### config.mk
export PLATFORM = sky130hd
export DESIGN_NAME = seq_detector_param
export DESIGN_NICKNAME = d
export VERILOG_FILES = /design/src/rtl/seq_detector_param.sv
export SDC_FILE = /design/constraint.sdc
export NUM_CORES = 1
export LEC_CHECK = 0
export CORE_UTILIZATION = 50
export CTS_BUF_LIST = sky130_fd_sc_hd__clkbuf_2
export CTS_CLUSTER_DIAMETER = 150
export DETAILED_ROUTE_END_ITERATION = 10
export PLACE_DENSITY = 0.68
export SYNTH_ARGS = -nofsm -noshare
export SYNTH_HDL_FRONTEND = slang
export SYNTH_SLANG_ARGS = --single-unit
export TNS_END_PERCENT = 50
### constraint.sdc
create_clock -name clk -period 13.5 [get_ports clk]
set_clock_uncertainty 0.15 [all_clocks]
set_input_delay 2.025 -clock clk [delete_from_list [all_inputs] [get_ports clk]]
set_output_delay 2.025 -clock clk [all_outputs]
set_load 0.1 [all_outputs]
### src/rtl/seq_detector_param.sv
// rtl/seq_detector_param.sv - Moore serial-pattern detector with KMP matching, ack handshake and saturating hit count
module seq_detector_param #(
  parameter int              PAT_W   = 5,
  parameter logic [PAT_W-1:0] PATTERN = 5'b10110,
  parameter int              CNT_W   = 8
) (
  input  logic             clk,
  input  logic             rst,
  input  logic             j,
  input  logic             en,
  input  logic             cntrl,
  input  logic             ovl,
  output logic             w,
  output logic             i0,
  output logic [CNT_W-1:0] hit_cnt
);

  localparam int KW = (PAT_W > 2) ? $clog2(PAT_W) : 1;

  typedef enum logic {S_MATCH = 1'b0, S_HOLD = 1'b1} state_t;

  // Longest suffix of (top k pattern bits, b) that is also a pattern prefix.
  function automatic int kmp_len(input int k, input logic b);
    int   res;
    int   idx;
    logic ok;
    logic sb;
    res = 0;
    for (int len = 1; len <= PAT_W; len++) begin
      if (len <= k + 1) begin
        ok = 1'b1;
        for (int t = 0; t < PAT_W; t++) begin
          if (t < len) begin
            idx = k + 1 - len + t;
            sb  = (idx < k) ? PATTERN[PAT_W-1-idx] : b;
            if (sb != PATTERN[PAT_W-1-t]) ok = 1'b0;
          end
        end
        if (ok) res = len;
      end
    end
    return res;
  endfunction

  function automatic int border_len();
    int   res;
    logic ok;
    res = 0;
    for (int len = 1; len < PAT_W; len++) begin
      ok = 1'b1;
      for (int t = 0; t < PAT_W; t++) begin
        if (t < len && PATTERN[len-1-t] != PATTERN[PAT_W-1-t]) ok = 1'b0;
      end
      if (ok) res = len;
    end
    return res;
  endfunction

  localparam int BORDER = border_len();

  state_t          state, state_nxt;
  logic [KW-1:0]   k, k_nxt;
  logic            cnt_inc;
  int              len;

  always_ff @(posedge clk) begin
    if (rst) begin
      state   <= S_MATCH;
      k       <= '0;
      hit_cnt <= '0;
    end else begin
      state <= state_nxt;
      k     <= k_nxt;
      if (cnt_inc) hit_cnt <= hit_cnt + 1'b1;
    end
  end

  always_comb begin
    state_nxt = state;
    k_nxt     = k;
    cnt_inc   = 1'b0;
    len       = 0;
    case (state)
      S_MATCH: begin
        if (en) begin
          len = kmp_len(int'(k), j);
          if (len == PAT_W) begin
            state_nxt = S_HOLD;
            k_nxt     = '0;
            cnt_inc   = (hit_cnt != {CNT_W{1'b1}});
          end else begin
            k_nxt = KW'(len);
          end
        end
      end
      S_HOLD: begin
        if (cntrl) begin
          state_nxt = S_MATCH;
          k_nxt     = ovl ? KW'(BORDER) : '0;
        end
      end
      default: begin
        state_nxt = S_MATCH;
        k_nxt     = '0;
      end
    endcase
  end

  assign w  = (state == S_HOLD);
  assign i0 = (state == S_MATCH) && (k == KW'(PAT_W - 1));

endmodule

==> implementation parameters <==
Parameter                              Value

Route
  DR DRC count ... 0
  Count of TritonRoute iterations in the first routing pass ... 4
  WL final ... 7630 um
  Avg Vias per Cell ... around 6.4
  Antenna violation net count after detailed routing ... 0
  Vias after detailed routing ... 2,982
  Detailed router's first-iteration violation count ... 275
  Post-DR wirelength/cell ... 16.37 um

STA
  Final critical path time including I/O delays and setup ... 6120 ps
  Upper clock frequency limit ... 0.1634 GHz
  Final setup vio count ... 0
  Share of the cycle needed by the critical path after routing ... 0.4534
  Worst slew pin tran ... approximately 970 ps
  RSZ-0062 raised after global routing ... no
  Slew Viols, Final ... 0
  Relative slew slack ... 0.3516
  Number of hold violations in the final report ... 0
  Total negative slack ... 0 ps

Synthesis
  Cells after Synth ... 394
  Number of enable-type register cells in the synthesized netlist ... 0
  Leading cell types by total area after synthesis ... ha_1 25%, dfxtp_1 8.1%, nand2_1 4.4%, a21oi_1 4.2%, o21ai_0 3.7%
  Register bit total from synthesis ... 12
  Net count after synthesis ... 459
  Dominant cell by count in the synthesized netlist ... ha_1
  Commonest cells in the netlist ... 59 x ha_1, 35 x nand2_1, 25 x a21oi_1
  Warnings, synthesis ... 0
  Summed instance area of the synthesized netlist ... 2959 um^2
  Prevailing post-synth register cell ... dfxtp_1
  Number of library cell types mapped by synthesis ... 65
  Synth async-reset ratio ... 0
  Post-synth top area cell ... ha_1
  Portion of the post-synthesis area used by sequential elements ... 0.08118
  Top cell type's share of synthesized area ... 0.2495
  Avg Synthesized Cell Area ... 7.510 um^2

Placement
  RePlAce Congestion ... ~0.94
  Half-perimeter wire length after detailed placement ... 5827 um
  # port buffers ... 15

Clocking
  Number of H-tree levels ... 1
  Cts-stage hold buffer count ... 0
  CTS tree ... done
  Root buffer cell ... clkbuf_2
  Longest Clk Path Bufs ... 2
  TritonCTS Buffers ... 3
  Sinks on the clock net ... 12
  Post-CTS resize count ... 0
  Clk Latency, worst-skew pair ... ~270 ps
  Setup Buffers After CTS ... 0
  Clock transition at the registers of the reported paths ... ~110 ps

Layout
  Layout cells sized above 1 ... 0.04315
  Antenna diodes ... 0
  Core utilization of the finished layout ... 0.5609
  Layout Area Growth over Synthesis ... 6.300%
  Fin nets ... 461

Outcome
  Status ... completed

Setup path
  Launch point of the critical path ... k[1]$_SDFFE_PP0P_
  Critical R2R Launch ... k[1]$_SDFFE_PP0P_
  Req. time, crit path ... between 10,000 and 15,000 ps
  Worst Setup Start Kind ... flip-flop
  Crit Path Category ... flip-flop to flip-flop
  Largest fanout on the critical path ... 21
  Arrival time at the worst endpoint ... a little over 6000 ps
  Type of destination of the critical path ... flip-flop

Power and ir drop
  Leakage component of the power ... 1.325 nW
  Total power divided by cell area ... ~150 nW/um^2
  VDD IR-drop max ... between 0.00009 and 0.0001 V

GRT
  Total routing usage reported by global routing ... 0.2622
  Number of antenna violations at the first check in global routing ... 0
  Via count of the first global-routing pass ... 2,722
  Overflow left after global routing ... 0
  Global-route wire length before repair ... 13,140 um
  Largest net degree at the start of global routing ... 31

Floorplan
  Height of the die ... 78.93 um
  Die outline area ... about 6200 um^2
  IO Count ... 16
  Floorplan die width ... 78.93 um
  Core outline area ... 5608 um^2
  Initial core utilization ... 0.5277
  Row cnt ... 27

Job
  Max-cap violation count ... 0

Hold path
  Hold Path Class ... flip-flop to flip-flop
  Origin of the worst min-delay path ... hit_cnt[1]$_SDFFE_PP0P_
-- kinds of logic (layout without fill, tap and decap cells) --
| logic type | Yosys count | in the layout | synth area share |
|---|---|---|---|
| AND/OR/NAND/NOR | 146 | 146 | 0.2689 |
| AO/OA/AOI/OAI | 103 | 103 | 0.2343 |
| adder cells (fa/ha/maj) | 59 | 59 | 0.2495 |
| buffers and inverters | 44 | 44 | 0.06004 |
| XOR/XNOR | 21 | 21 | 0.07146 |
| flip-flops | 12 | 12 | 0.08118 |
| multiplexers | 9 | 9 | 0.03467 |
-- layout by cell type (no fill, tap or decap), types with 5 or more instances in the layout --
master / n
nor2b_1: 12
o21ai_0: 22
a21oi_1: 25
dfxtp_1: 12
a31oi_1: 7
nand2_1: 35
nand3_1: 13
a211oi_1: 6
xnor2_1: 10
nand2b_1: 8
inv_1: 22
xor2_1: 9
nand4_1: 7
and3_1: 7
nor4b_1: 5
o31ai_1: 5
clkdlybuf4s50_1: 15
nor3_1: 9
ha_1: 59
nor2_1: 22
-- per-stage QoR --
| step | area, um^2 | hold slack, ps | total power [mW] | std cells | setup WS, ps |
|---|---|---|---|---|---|
| after global routing | 3146 | 417.4 | 0.5367 | 466 | 7076 |
| after detailed placement | 3131 | 356.7 | 0.4473 | 463 | 7567 |
| after floorplan | 2959 | 520.5 | 0.3620 | 394 | 8420 |
| final | 3146 | 368.7 | 0.4730 | 466 | 7380 |
| after global placement | 3131 | 356.4 | 0.4426 | 463 | 7685 |
| after CTS | 3146 | 378.0 | 0.4683 | 466 | 7512 |
-- sequential cells by signal, indices dropped and copies added, names as in the netlist --
signal,count
hit_cnt,8
k,3
w,1
-- per-layer routing --
| layer | wire length (um) | share of wire | global-route usage | up-vias |
|---|---|---|---|---|
| met4 | 171 | 0.022 | 0.08364 | 0 |
| met3 | 564 | 0.074 | 0.04368 | 14 |
| met1 | 3633 | 0.48 | 0.3680 | 1376 |
| met5 | 0 | 0 | 0 | - |
| met2 | 3260 | 0.43 | 0.4052 | 133 |
| li1 | - | - | - | 1459 |
-- power breakdown --
part           switching [mW]  total [mW]  internal, mW
sequential            0.00614      0.0432        0.0370
clock                  0.0118      0.0178       0.00606
combinational           0.245       0.412         0.167
total                   0.263       0.473         0.211
-- worst max-delay path, cell delays in order, from the launching register on --
cell,delay (ps)
dfxtp_1,700
ha_1,410
inv_1,140
ha_1,810
ha_1,320
a21bo_2,250
a31oi_1,320
inv_1,160
ha_1,340
mux2_1,340
mux2_4,270
a31oi_1,230
a211oi_1,100
or4_1,720
nor2_4,270
nand3_1,150
mux2_1,340
-- layout make-up --
class                   count  area [um^2]
inverters                  23        86.33
clock buffers               3        15.01
multi-input cells         338         2541
well taps                  72        90.09
flip-flops and latches     12        240.2
repair buffers             18        172.7
fillers                   542         2462
-- worst paths after layout --
check	end	slack, ps	cells past startpoint
setup / recovery	hit_cnt[0]$_SDFFE_PP0P_	7380	16
hold / removal	hit_cnt[1]$_SDFFE_PP0P_	370	2
setup reg to reg	hit_cnt[0]$_SDFFE_PP0P_	7380	16
hold reg to reg	hit_cnt[1]$_SDFFE_PP0P_	370	2
Power figures use the tool's default switching activity.
==> RTL edit 1 (same settings) <==
Reset style: asynchronous (`rst`), changed in one clocked block.
--- a/src/rtl/seq_detector_param.sv
+++ b/src/rtl/seq_detector_param.sv
@@ -63,7 +63,7 @@
   logic            cnt_inc;
   int              len;
 
-  always_ff @(posedge clk) begin
+  always_ff @(posedge clk or posedge rst) begin
     if (rst) begin
       state   <= S_MATCH;
       k       <= '0;
Behaviour: no difference found for any inputs over 4 cycles, from zero or initial values and one cycle with rst high; that may be too few to reach the edited logic, so the function may still have changed.
==> RTL edit 1 against the original RTL <==
- non-clock buffer count unchanged
- routed wire length is 7.3% lower
- critical endpoint is now k[0]$_DFFE_PP0P_
- highest routed layer unchanged
- worst setup slack improved by 0.40 ns
- maximum frequency increased by 7.0%
- design area shrank 0.56%
- power grew 56%
- critical path type unchanged
- synthesized area increased by 0.21%
- core utilization decreased by 0.31 points
- sequential cell count unchanged
==> RTL edit 1: results (changes against the original RTL) <==
Outcome
  – Status: finished, final reports clean

Synth
  – Post-synthesis sequential area ratio: 0.101 (+0.0201)
  – Post-synthesis async set-or-reset flop share: 1.00 (+1.00)
  – Commonest cells post-synth: 59 x ha_1, 34 x nand2_1, 23 x a21oi_1, 21 x nor2_1, 19 x inv_1
  – Unique masters post-synth: 75 (+15%)
  – Synth Flop Type: dfrtp_1
  – Synth Warn #: 0 (unchanged)
  – Top cells by area, synth: ha_1 25%, dfrtp_1 10%, xnor2_1 4.4%

Cells and area
  – Share of cells above drive strength 1: 0.0780 (+0.0348)
  – Final net count: 439 (-4.8%)
  – Reg with most FFs: hit_cnt

Worst setup path
  – Setup slack, reg-to-reg: 7.78 ns (+0.40 ns)
  – R2R depth: 19 (+3)
  – RR Endpoint: k[0]$_DFFE_PP0P_
  – CP delay by family, top: adder cells
  – Slowest CP cell: dfrtp_1
  – Max stage delay on crit path: 0.68 ns (-0.13 ns)
  – Worst Path Arrival: 5.73 ns (-0.41 ns)
  – Critical Path Fanout Max: 25 (+19%)
  – Critical Path Source: k[1]$_DFFE_PP0P_

Hold path
  – Hold_sp: hit_cnt[4]$_DFFE_PP0P_
  – Worst Hold End: hit_cnt[4]$_DFFE_PP0P_
  – Worst hold path cell count: 1 (-1)

Power and ir drop
  – LEAKAGE: 1.35 nW (+1.5%)
  – Switching Share: 0.558 (+0.00282)

GRT
  – GR Util met3: 0.0310 (-0.0126)
  – Met2 Use GR: 0.365 (-0.0406)
  – Vias in the first global route: 2,408 (-12%)
  – Largest net degree at the start of global routing: 32 (+3.2%)
  – First-pass GRT wire length: 11.7 mm (-11%)
  – Gr usage total: 0.235 (-0.0271)

Routing
  – Routed wire length per instance: 15.9 um (-2.7%)
  – DR iter-0 viols: 216 (-21%)
  – Total number of vias: 2,664 (-11%)

STA
  – Slew margin rel.: 0.340 (-0.0115)

Placed design
  – Hpwl dp: 5.50 mm (-5.7%)
  – GPL Wtd Cong: 0.880 (-6.8%)
  – Post-DP Area: 0.00311 sq mm (-0.56%)

Clocking
  – Post-cts resize count: 0 (unchanged)
  – Worst skew pair latency: 0.26 ns
-- RTL edit 1: cell count changes after synthesis, moves of 4 or more --
cell      before  now
o21ai_0       22   16
nand4_1        7    3
xnor2_1       10   15
clkbuf_1      13    8
dfrtp_1        0   12
nand2b_1       8    4
mux2_1         4    0
dfxtp_1       12    0
-- RTL edit 1: metrics by stage --
step                cells  hold WS [ns]  power (W)  setup WS [ns]
finish                444         0.350   0.000736           7.78
global route          444         0.375   0.000821           7.35
CTS                   444         0.353   0.000733           7.82
detailed placement    441         0.335   0.000711           7.86
global placement      441         0.328   0.000703           8.16
floorplan             372         0.518   0.000583           8.44
-- RTL edit 1: worst max path at each step --
stage	endpoint	slack (ns)
floorplan	k[0]$_DFFE_PP0P_	8.44
global placement	k[0]$_DFFE_PP0P_	8.16
detailed placement	k[0]$_DFFE_PP0P_	7.86
CTS	k[0]$_DFFE_PP0P_	7.82
global route	k[0]$_DFFE_PP0P_	7.35
finish	k[0]$_DFFE_PP0P_	7.78
-- RTL edit 1: cell type report --
class | count | area (sq um)
flip-flops and latches | 12 | 300
well taps | 72 | 90.1
multi-input cells | 319 | 2470
repair buffers | 18 | 173
clock buffers | 3 | 15.0
fillers | 537 | 2480
inverters | 20 | 75.1
-- RTL edit 1: cells by family (layout without fill, tap and decap cells) --
family	Yosys count	in the layout	synth area share
and+or+nand+nor	127	127	0.229
DFF	12	12	0.101
AOI/OAI and AO/OA	97	97	0.236
buffers and inverters	41	41	0.0641
muxes	8	8	0.0304
xor gates and xnor gates	28	28	0.0899
adders and majority gates	59	59	0.249
-- RTL edit 1: routing by layer --
layer / part of all wire / routed length [um]
met1: 0.51 / 3620
met2: 0.44 / 3110
met3: 0.042 / 300
met4: 0.0057 / 40
met5: 0 / 0
-- RTL edit 1: power groups by stage --
stage	clock network [W]	logic (W)	registers [W]
floorplan	0	0.000535	0.0000471
global placement	0	0.000659	0.0000442
detailed placement	0	0.000666	0.0000448
CTS	0.0000179	0.000671	0.0000440
global route	0.0000191	0.000757	0.0000448
finish	0.0000170	0.000675	0.0000440
==> RTL edit 2 (same settings) <==
Without the edit above. The parameter `PAT_W` goes from 5 to 7.
--- a/src/rtl/seq_detector_param.sv
+++ b/src/rtl/seq_detector_param.sv
@@ -1,6 +1,6 @@
 // rtl/seq_detector_param.sv - Moore serial-pattern detector with KMP matching, ack handshake and saturating hit count
 module seq_detector_param #(
-  parameter int              PAT_W   = 5,
+  parameter int              PAT_W   = 7,
   parameter logic [PAT_W-1:0] PATTERN = 5'b10110,
   parameter int              CNT_W   = 8
 ) (
Formal check against the unedited RTL: same outputs for any inputs over 4 cycles, from zero or initial values and one cycle with rst high; that may be too few to reach the edited logic, so the function may still have changed.
==> RTL edit 2 against the original RTL <==
- power up 91%
- count of clock-buffer cells in the layout is the same
- synthesized cell count increased by 47%
- design area increased by 39%
- die area is 40% higher
- sequential cell count unchanged
- critical endpoint is now hit_cnt[3]$_SDFFE_PP0P_
- routed wire length up 57%
- worst setup slack worse by 0.67 ns
- synthesized area grew 41%
==> RTL edit 2: results (changes against the original RTL) <==
Synth
  – Post-Synth XOR/XNOR Area: 0.0797 (+0.00823)
  – Post-synthesis compound-gate area fraction: 0.272 (+0.0375)
  – Mapped Nets: 666 (+45%)
  – Post-synthesis sequential area ratio: 0.0575 (-0.0237)
  – Synth Area in Adders: 0.239 (-0.0104)
  – Top-area cell type share of the netlist area: 0.237 (-0.0128)
  – Commonest cells post-synth: 79 x ha_1, 56 x nand2_1, 49 x a21oi_1, 45 x nor2_1, 40 x inv_1
  – Top cells by area, synth: ha_1 24%, a21oi_1 5.9%, dfxtp_1 5.8%
  – Unique masters post-synth: 75 (+15%)
  – Post-synthesis async set-or-reset flop share: 0 (unchanged)
  – Synth Warn #: 0 (unchanged)
  – Post-synthesis mux area share: 0.0321 (-0.00262)

Outcome
  – Status: finished, final reports clean

Power and ir drop
  – LEAKAGE: 1.80 nW (+36%)
  – Switching Share: 0.583 (+0.0278)
  – Peak supply drop: 110 uV (+21%)

Cells and area
  – Area growth from synthesis to layout: 4.31%
  – Reg with most FFs: hit_cnt
  – Multi-input gate area: 0.00363 sq mm (+43%)
  – Filler cells: 787 (+45%)
  – Diode count: 0 (unchanged)
  – Final net count: 656 (+42%)
  – Share of cells above drive strength 1: 0.0421 (-0.00104)

Worst setup path
  – Critical Path Source: k[1]$_SDFFE_PP0P_
  – Worst Path Arrival: 6.85 ns (+0.71 ns)
  – Critical Path Fanout Max: 21 (unchanged)

Clocking
  – Clk root buf: clkbuf_2
  – Post-cts resize count: 0 (unchanged)
  – Worst skew pair latency: 0.27 ns (about the same)
  – CTS buffer count: 3 (unchanged)
  – CTS Buffer Depth: 2 (unchanged)
  – Number of H-tree levels: 1 (unchanged)

Routing
  – Routed vias/inst: 6.51 (+1.7%)
  – DR pass1 iterations: 5 (+1)
  – DR iter-0 viols: 329 (+20%)
  – Routed wire length per instance: 17.9 um (+9.2%)

GRT
  – Gr usage total: 0.281 (+0.0186)
  – First-pass GRT wire length: 19.7 mm (+50%)
  – Largest net degree at the start of global routing: 33 (+6.5%)
  – Vias in the first global route: 3,988 (+47%)

Placed design
  – Hpwl dp: 8.91 mm (+53%)
  – Post-DP Area: 0.00434 sq mm (+39%)
  – DP Worst Slack: 6.84 ns (-0.729 ns)
  – GPL Wtd Cong: 0.953 (+1.0%)

Hold path
  – Hold_sp: hit_cnt[7]$_SDFFE_PP0P_
  – Hold WC Path Type: reg2reg

STA
  – Worst-Margin Slew: 0.966 ns (-0.00364 ns)
[RTL edit 2: cell types whose count changed after synthesis, moves of 10 or more]
cell	delta
xnor2_1	+11
ha_1	+20
nand2_1	+21
nor2_1	+23
a21oi_1	+24
inv_1	+18
clkbuf_1	+10
[RTL edit 2: logic make-up after synthesis]
group | after synthesis
DFF | 12
buffers and inverters | 76
AOI/OAI and AO/OA | 164
xor gates and xnor gates | 33
muxes | 13
and+or+nand+nor | 203
adders and majority gates | 80
[RTL edit 2: layer usage]
| layer | routed length [um] | track usage | vias up |
|---|---|---|---|
| met5 | 0 | 0 | - |
| met4 | 404 | 0.106 | 0 |
| met3 | 911 | 0.0317 | 32 |
| met2 | 5280 | 0.445 | 204 |
| met1 | 5420 | 0.388 | 2019 |
| li1 | - | - | 2119 |
[RTL edit 2: final timing paths]
kind	endpoint	slack, ns	cells after the start
max	hit_cnt[3]$_SDFFE_PP0P_	6.71	16
min	hit_cnt[7]$_SDFFE_PP0P_	0.37	2
max reg2reg	hit_cnt[3]$_SDFFE_PP0P_	6.71	16
min reg2reg	hit_cnt[7]$_SDFFE_PP0P_	0.37	2
[RTL edit 2: area by class of cell]
class	count	area share
flip-flops and latches	12	0.0551
multi-input cells	493	0.834
clock inverters	1	0.000862
well taps	102	0.0293
inverters	42	0.0362
clock buffers	3	0.00345
repair buffers	19	0.0414
[RTL edit 2: power groups by stage]
stage	Combinational (W)	Clock [W]	Sequential, W
floorplan	0.000640	0	0.0000417
global placement	0.000805	0	0.0000414
detailed placement	0.000821	0	0.0000417
CTS	0.000828	0.0000194	0.0000409
global route	0.000938	0.0000206	0.0000414
finish	0.000843	0.0000187	0.0000411
[RTL edit 2: per-stage QoR]
step / instances / hold WS, ns
after CTS: 672 / 0.373
final: 672 / 0.366
after floorplan: 581 / 0.632
after global placement: 668 / 0.342
after detailed placement: 668 / 0.355
after global routing: 672 / 0.396
[RTL edit 2: worst max-delay path, stage by stage (launching register included)]
cell	delay, ns
dfxtp_1	0.73
ha_1	0.78
inv_1	0.22
ha_1	0.85
ha_1	0.36
nand2_1	0.09
ha_1	0.57
inv_1	0.18
ha_1	0.33
nor4b_1	0.20
o41ai_1	0.38
o32ai_1	0.18
a2111oi_2	0.41
nand2_1	0.16
a311o_1	0.47
or4_1	0.52
a21oi_1	0.15
